<file path="src/rtl/pc_ctrl_pkg.sv">
// Shared encodings for the multi-cycle PC / memory-handshake control FSM.
package pc_ctrl_pkg;

    typedef enum logic [2:0] {
        S_IDLE,
        S_FETCH,
        S_DECODE,
        S_EXEC,
        S_MEM,
        S_WB,
        S_TRAP
    } state_t;

    localparam logic [6:0] OP_R   = 7'b0110011;
    localparam logic [6:0] OP_I   = 7'b0010011;
    localparam logic [6:0] OP_LW  = 7'b0000011;
    localparam logic [6:0] OP_SW  = 7'b0100011;
    localparam logic [6:0] OP_BEQ = 7'b1100011;
    localparam logic [6:0] OP_JAL = 7'b1101111;

    localparam logic [1:0] PC_SRC_PC4    = 2'b00;
    localparam logic [1:0] PC_SRC_BRANCH = 2'b01;
    localparam logic [1:0] PC_SRC_JUMP   = 2'b10;

    localparam logic [1:0] WB_SEL_ALU  = 2'b00;
    localparam logic [1:0] WB_SEL_MEM  = 2'b01;
    localparam logic [1:0] WB_SEL_LINK = 2'b10;

    function automatic logic is_legal(input logic [6:0] op);
        return (op == OP_R) || (op == OP_I) || (op == OP_LW) ||
               (op == OP_SW) || (op == OP_BEQ) || (op == OP_JAL);
    endfunction

endpackage

</file>
<file path="src/rtl/mem_wait_timer.sv">
// Saturating wait counter for memory handshakes; expired flags TIMEOUT cycles of waiting.
module mem_wait_timer #(
    parameter int TIMEOUT = 16
) (
    input  logic clk,
    input  logic reset,
    input  logic clear,
    input  logic count,
    output logic expired
);
    localparam int W = (TIMEOUT < 1) ? 1 : $clog2(TIMEOUT + 1);

    logic [W-1:0] cnt;

    // Holds at TIMEOUT; with TIMEOUT=0 it never leaves zero and never expires.
    always_ff @(posedge clk or posedge reset) begin
        if (reset)
            cnt <= '0;
        else if (clear)
            cnt <= '0;
        else if (count && cnt != W'(TIMEOUT))
            cnt <= cnt + 1'b1;
    end

    assign expired = (TIMEOUT != 0) && (cnt == W'(TIMEOUT));

endmodule

</file>
<file path="src/rtl/pc_control_fsm.sv">
// Multi-cycle control FSM sequencing PC updates and imem/dmem handshakes for an RV32I subset.
module pc_control_fsm
    import pc_ctrl_pkg::*;
#(
    parameter int TIMEOUT = 16,
    parameter int CNT_W   = 32
) (
    input  logic             clk,
    input  logic             reset,
    input  logic [6:0]       opcode,
    input  logic             branch_taken,
    input  logic             imem_ready,
    input  logic             dmem_ready,
    output logic             imem_req,
    output logic             dmem_req,
    output logic             mem_write,
    output logic             ir_write,
    output logic             pc_write,
    output logic [1:0]       pc_src,
    output logic             reg_write,
    output logic [1:0]       wb_sel,
    output logic             retire,
    output logic [CNT_W-1:0] instr_count,
    output logic             trap
);
    state_t state_q, state_d;
    logic   wait_ready, wait_count, wait_clear, wait_expired;

    assign wait_ready = (state_q == S_FETCH) ? imem_ready : dmem_ready;
    assign wait_count = ((state_q == S_FETCH) || (state_q == S_MEM)) && !wait_ready;
    // Any state change restarts the count, so entry to FETCH/MEM always starts at zero.
    assign wait_clear = (state_d != state_q);

    mem_wait_timer #(.TIMEOUT(TIMEOUT)) u_wait (
        .clk     (clk),
        .reset   (reset),
        .clear   (wait_clear),
        .count   (wait_count),
        .expired (wait_expired)
    );

    always_ff @(posedge clk or posedge reset) begin
        if (reset)
            state_q <= S_IDLE;
        else
            state_q <= state_d;
    end

    always_comb begin
        state_d   = state_q;
        imem_req  = 1'b0;
        dmem_req  = 1'b0;
        mem_write = 1'b0;
        ir_write  = 1'b0;
        pc_write  = 1'b0;
        pc_src    = PC_SRC_PC4;
        reg_write = 1'b0;
        wb_sel    = WB_SEL_ALU;
        retire    = 1'b0;
        trap      = 1'b0;
        case (state_q)
            S_IDLE: state_d = S_FETCH;
            S_FETCH: begin
                imem_req = 1'b1;
                if (imem_ready) begin
                    ir_write = 1'b1;
                    pc_write = 1'b1;
                    state_d  = S_DECODE;
                end else if (wait_expired) begin
                    state_d = S_TRAP;
                end
            end
            S_DECODE: state_d = is_legal(opcode) ? S_EXEC : S_TRAP;
            S_EXEC: begin
                case (opcode)
                    OP_R, OP_I:   state_d = S_WB;
                    OP_LW, OP_SW: state_d = S_MEM;
                    OP_BEQ: begin
                        pc_write = branch_taken;
                        pc_src   = PC_SRC_BRANCH;
                        retire   = 1'b1;
                        state_d  = S_FETCH;
                    end
                    OP_JAL: begin
                        pc_write  = 1'b1;
                        pc_src    = PC_SRC_JUMP;
                        reg_write = 1'b1;
                        wb_sel    = WB_SEL_LINK;
                        retire    = 1'b1;
                        state_d   = S_FETCH;
                    end
                    default: state_d = S_TRAP;
                endcase
            end
            S_MEM: begin
                dmem_req  = 1'b1;
                mem_write = (opcode == OP_SW);
                if (dmem_ready) begin
                    if (opcode == OP_SW) begin
                        retire  = 1'b1;
                        state_d = S_FETCH;
                    end else begin
                        state_d = S_WB;
                    end
                end else if (wait_expired) begin
                    state_d = S_TRAP;
                end
            end
            S_WB: begin
                reg_write = 1'b1;
                wb_sel    = (opcode == OP_LW) ? WB_SEL_MEM : WB_SEL_ALU;
                retire    = 1'b1;
                state_d   = S_FETCH;
            end
            S_TRAP: trap = 1'b1;
            default: state_d = S_IDLE;
        endcase
    end

    always_ff @(posedge clk or posedge reset) begin
        if (reset)
            instr_count <= '0;
        else if (retire)
            instr_count <= instr_count + 1'b1;
    end

endmodule
</file>
<file path="config.mk">
export PLATFORM = sky130hd
export DESIGN_NAME = pc_control_fsm
export DESIGN_NICKNAME = d
export VERILOG_FILES = /design/src/rtl/pc_ctrl_pkg.sv /design/src/rtl/mem_wait_timer.sv /design/src/rtl/pc_control_fsm.sv
export SDC_FILE = /design/constraint.sdc
export NUM_CORES = 1
export LEC_CHECK = 0
export CAP_MARGIN = 15
export CORE_ASPECT_RATIO = 2
export CORE_MARGIN = 1.5
export CORE_UTILIZATION = 49
export CTS_CLUSTER_DIAMETER = 30
export CTS_CLUSTER_SIZE = 28
export DETAILED_ROUTE_END_ITERATION = 8
export PLACE_DENSITY = 0.88
export SKIP_CTS_REPAIR_TIMING = 1
export SYNTH_ARGS = -nofsm -noshare
export SYNTH_HDL_FRONTEND = slang
export SYNTH_SLANG_ARGS = --single-unit
export TNS_END_PERCENT = 20
</file>
<file path="constraint.sdc">
create_clock -name clk -period 2.42 [get_ports clk]
set_clock_uncertainty 0.1 [all_clocks]
set_input_delay 0.242 -clock clk [delete_from_list [all_inputs] [get_ports clk]]
set_output_delay 0.242 -clock clk [all_outputs]
set_load 0.02 [all_outputs]
</file>
==> results_dict.tcl, run 1 <==
set metrics [dict create \
    setup_viol_count_final 0 \
    initial_core_util_pct 51.4 \
    numCtsBuffers 5 \
    cts_tree "yes" \
    rrSetupSlack_ps 160 \
    die_w_um 50.7 \
    worstSetupStartpointType "input port" \
    grt_antenna_before_repair 0 \
    crit_type "input port to output port" \
    final_core_util_pct 71.4 \
    yosysWarnings 0 \
    crit_fanout 5 \
    ff2ff_path_depth 5 \
    io_pins 56 \
    syn-mean-instance-area_um2 9.78 \
    cp.required_ps 2080 \
    io_buffers 55 \
    final_common_cell "clkdlybuf4s50_1" \
    viasPerCell 5.66 \
    diodes 0 \
    wl_per_cell_um 15.5 \
    grt_start_max_net_pins 41 \
    fmax_mhz 428 \
    grt_pass1_wl_um 9110 \
    place_hpwl_um 4180 \
    cts_root_buffer "clkbuf_8" \
    setup_ws_ps 84.8 \
    synth_fp_nets 243 \
    rsz0062_at_grt "no" \
    min_period_over_period_pct 96.5 \
    max_cap_viol_count 0 \
    final_cells 356 \
    m1WireLength_um 2030 \
    pre_cts_ws_ps -85.2 \
    globalplace.congestion 0.827 \
    drv_slew 0 \
    layout.nets 316 \
    async_flop_share_pct 100 \
    regToRegStartpoint "state_q[0]" \
    synth_edf_count 0 \
    drt_iter0_markers 81 \
    gr-usage-all-layers_pct 23.7 \
    clkTransAtPathRegs_ps 80 \
    highest_layer "met4" \
    postRouteAntennaNets 0 \
    ys.flop_type "dfrtp_1" \
    drtPass1Iterations 4 \
    wl_um 5520 \
    grt_pass1_vias 2035 \
    arrival_ps 1990 \
    p_leak_nw 1.29 \
    layout-drive-gt1-share_pct 13.6 \
    placementRows 34 \
    vdd.ir_drop.worst_mv 0.570 \
    power_density_mw_per_mm2 755 \
    seq_area_frac_synth_pct 44.9 \
    netlist_area_mm2 0.00223 \
    status "finished, final reports clean" \
    final.fill_count 344 \
    grt-ovfl-total 0 \
    hp-class "input port to async pin" \
    syn_inst 228 \
    area_growth_pct 38.9 \
    via_count 2015 \
    hold_violations 0 \
    dr_wl_met3_um 181 \
    coreArea_mm2 0.00434 \
    reg2reg_to "instr_count[21]" \
    min_period_ps 2340 \
    timing.slew.headroom_pct 63.8 \
    cts_buffer_depth 2 \
    drc 0 \
    die_h_um 98.4 \
    final_cell_mix "clkdlybuf4s50_1 (49), dfrtp_1 (38), xnor2_1 (21)" \
    hold-worst-slack_ps 276 \
    dieArea_mm2 0.00499 \
    ys_ff_latch 40 \
    clkLatencyLatePin_ps 290 \
    cts_max_level 2 \
    netlist-cell-type-count 47 \
    cts_sinks 40 \
    place_inst 348 \
    finalSetupTns_ps 0 \
    wl_met2_um 3150 \
    worstSetupEndpointType "output port" \
    worst_pin_slew_ps 543 \
]
## cell usage after synthesis (4+ instances only)
cell / n / area [um2]
nor4_1: 6 / 37.5
nor3_1: 8 / 40.0
nor2_1: 15 / 56.3
nand2_1: 14 / 52.6
and3_1: 4 / 25.0
a21oi_1: 5 / 25.0
xnor2_1: 21 / 184
nor2b_1: 4 / 25.0
inv_1: 7 / 26.3
clkbuf_1: 6 / 22.5
nand4_1: 12 / 75.1
xor2_1: 15 / 131
dfrtp_1: 40 / 1000
nand3_1: 18 / 90.1
nand2b_1: 5 / 31.3
## layout make-up
type	instances	area [um2]	area share (%)
multi-input cells	173	1180	38.1
clock buffers	5	68.8	2.22
inverters	7	26.3	0.848
repair buffers	74	708	22.9
well taps	54	67.6	2.18
flip-flops and latches	40	1000	32.4
clock inverters	3	42.5	1.37
## metal layers
| layer | track usage (%) | vias up |
|---|---|---|
| met2 | 42.5 | 53 |
| met5 | 0 | - |
| met4 | 12.3 | 0 |
| met3 | 3.82 | 14 |
| met1 | 25.7 | 977 |
| li1 | - | 971 |
## report_power, final
part,internal [mW],leakage [nW],switching [mW],total [mW]
Clock,0.305,0.0541,0.225,0.530
Combinational,0.433,0.733,0.529,0.962
Sequential,0.744,0.500,0.104,0.848
Total,1.48,1.29,0.858,2.34
## cells by family (layout without fill, tap and decap cells)
| kind of cell | Yosys count | count (layout) | synth area share [%] |
|---|---|---|---|
| AOI/OAI and AO/OA | 24 | 24 | 7.30 |
| adders and majority gates | 3 | 3 | 1.68 |
| xor gates and xnor gates | 36 | 36 | 14.1 |
| DFF | 40 | 40 | 44.9 |
| muxes | 1 | 1 | 0.505 |
| buffers and inverters | 15 | 89 | 2.64 |
| and+or+nand+nor | 109 | 109 | 28.8 |
## registers in the layout, summed over array words and instances, names as in the netlist
register	cells
instr_count	32
state_q	3
u_wait.cnt	5
## how the worst max path moves through the flow
| stage | startpoint | to | slack [ps] |
|---|---|---|---|
| final | opcode[1] | wb_sel[1] | 80 |
| after global routing | opcode[1] | wb_sel[1] | 7 |
| after CTS | state_q[0] | retire | -80 |
| after detailed placement | opcode[1] | instr_count[21] | -90 |
| after global placement | opcode[4] | instr_count[21] | 8 |
| after floorplan | instr_count[7] | instr_count[31] | 350 |
## stage by stage
step	cell area (um2)	total power [mW]
floorplan	2230	1.38
global placement	2960	1.77
detailed placement	2960	1.80
CTS	3070	2.33
global route	3100	2.46
finish	3100	2.34
## worst max-delay path: stages
cell and delay (ps):
clkdlybuf4s50_1 480, nand4b_1 160, or2_2 370, nor2_1 120, clkdlybuf4s50_1 620
No activity file was read; power rests on OpenSTA's default activity.
==> run 2, diff against run 1 <==
--- a/config.mk
+++ b/config.mk
@@ -14,6 +14,7 @@
 export DETAILED_ROUTE_END_ITERATION = 8
 export PLACE_DENSITY = 0.88
 export SKIP_CTS_REPAIR_TIMING = 1
+export SKIP_LAST_GASP = 1
 export SYNTH_ARGS = -nofsm -noshare
 export SYNTH_HDL_FRONTEND = slang
 export SYNTH_SLANG_ARGS = --single-unit
==> run 2 against run 1 <==
  * The run now ends with negative setup slack left
  * Sequential power is 0.5% lower
  * Sequential cell count unchanged
  * Wire length is 1.4% lower
  * Largest power group unchanged
  * Combinational power shrank 0.8%
  * Worst setup slack worse by 150 ps
  * Critical path depth down 1
  * Non-clock buffer count unchanged
  * Final cell count unchanged
==> results_dict.tcl, run 2 (same netlist as run 1, synthesis figures left out) <==
set metrics [dict create \
    drc 0 \
    io_buffers 55 \
    drt_iter0_markers 72 \
    hp-class "input port to async pin" \
    min_period_over_period_pct 103 \
    top_register "instr_count" \
    cts_buffer_depth 2 \
    dieArea_mm2 0.00499 \
    status "complete, but fails checks" \
    place_area_mm2 0.00296 \
    area_growth_pct 38.0 \
    hold_violations 0 \
    cts_max_level 2 \
    regToRegStartpoint "state_q[0]" \
    crit_fanout 8 \
    crit_type "register to output port" \
    via_count 1999 \
    max_stage_delay_ps 650 \
    crit_chain "nor2b_1 -> nand2_1 -> nor4_1 -> clkdlybuf4s50_1" \
    gr-usage-all-layers_pct 23.7 \
    initial_core_util_pct 51.4 \
    final_cell_mix "clkdlybuf4s50_1 (54), dfrtp_1 (40), xnor2_1 (21)" \
    worst_pin_slew_ps 531 \
    grt_pass1_vias 2035 \
    clkLatencyLatePin_ps 290 \
    worstSetupStartpointType "register" \
    stdcell_area_mm2 0.00308 \
    postRouteAntennaNets 0 \
    min_period_ps 2490 \
    arrival_ps 2150 \
    final_cells 356 \
    cts_sinks 40 \
    grt-ovfl-total 0 \
    cp.required_ps 2080 \
    violations "negative setup slack" \
    highest_layer "met4" \
    cts_root_buffer "clkbuf_8" \
    dr_wl_met3_um 175 \
    grt_antenna_before_repair 0 \
    globalplace.congestion 0.827 \
    drv_slew 0 \
    reg.largest.list "instr_count (32), u_wait.cnt (5), state_q (3)" \
    critPathTopFamily "simple AND/OR/NAND/NOR gates" \
    grt_pass1_wl_um 9110 \
    clkTransAtPathRegs_ps 80 \
    wl_met2_um 3090 \
    cp_slowest_cell "clkdlybuf4s50_1" \
    die_h_um 98.4 \
    setup_ws_ps -67.4 \
    largest_reg_flops 32 \
    m1WireLength_um 2020 \
    wl_per_cell_um 15.3 \
    critPathBufInv 1 \
    numCtsBuffers 5 \
    max_cap_viol_count 0 \
    coreArea_mm2 0.00434 \
    io_pins 56 \
    fmax_mhz 402 \
    timing.slew.headroom_pct 64.6 \
    layout-drive-gt1-share_pct 12.6 \
    grt_start_max_net_pins 41 \
    critPathLaunch "state_q[0]" \
    power_density_mw_per_mm2 756 \
    vdd.ir_drop.worst_mv 0.571 \
    pre_cts_ws_ps -85.2 \
    setup_viol_count_final 4 \
    die_w_um 50.7 \
    p_leak_nw 1.20 \
    finalSetupTns_ps -152 \
    drtPass1Iterations 4 \
    place_inst 348 \
    final_common_cell "clkdlybuf4s50_1" \
    place_hpwl_um 4180 \
    placementRows 34 \
    layout.nets 316 \
    worstSetupEndpointType "output port" \
    cts_tree "yes" \
    diodes 0 \
    rsz0062_at_grt "yes" \
    viasPerCell 5.62 \
    wl_um 5440 \
]
run 2: cell count changes in the layout (fill, tap and decap cells not counted), sizes merged:
| cell | previous run | this run |
|---|---|---|
| clkdlybuf4s50 | 49 | 54 |
| dlymetal6s2s | 6 | 1 |
run 2: final cells by class:
type | instances | area (um2)
Clock inverter | 3 | 42.5
Tap cell | 54 | 67.6
Sequential cell | 40 | 1000
Multi-Input combinational cell | 173 | 1180
Inverter | 7 | 26.3
Fill cell | 344 | 1260
Timing Repair Buffer | 74 | 696
Clock buffer | 5 | 68.8
run 2: metrics by stage:
stage	hold WS [ps]	total power [mW]	utilization, %
3_3_place_gp	372	1.77	68.2
4_1_cts	291	2.33	70.7
3_5_place_dp	374	1.80	68.2
2_1_floorplan	317	1.38	-
5_1_grt	328	2.46	70.9
6_report	277	2.33	70.9
run 2: worst paths after layout:
kind                                        end  slack, ps  cells after the start
worst min-delay path            instr_count[25]        280                      3
worst min register to register  instr_count[31]        380                      1
min in group clk                instr_count[31]        380                      1
worst max-delay path                  wb_sel[0]        -70                      4
max in group asynchronous        instr_count[9]       1600                      3
worst max register to register  instr_count[21]        140                      5
run 2: worst min-delay path: stages:
cell and delay [ps]:
clkdlybuf4s50_1 400, inv_1 50, buf_4 420
run 2: routing by layer:
layer  vias up  global-route usage [%]
li1        966                       -
met1       968                    25.7
met2        51                    42.5
met3        14                    3.82
met4         0                    12.3
met5         -                       0
run 2: report_power, final:
group	switching, mW	total, mW	internal (mW)	leakage [nW]
clock network	0.224	0.529	0.305	0.0541
registers	0.104	0.844	0.740	0.503
logic	0.520	0.954	0.434	0.642
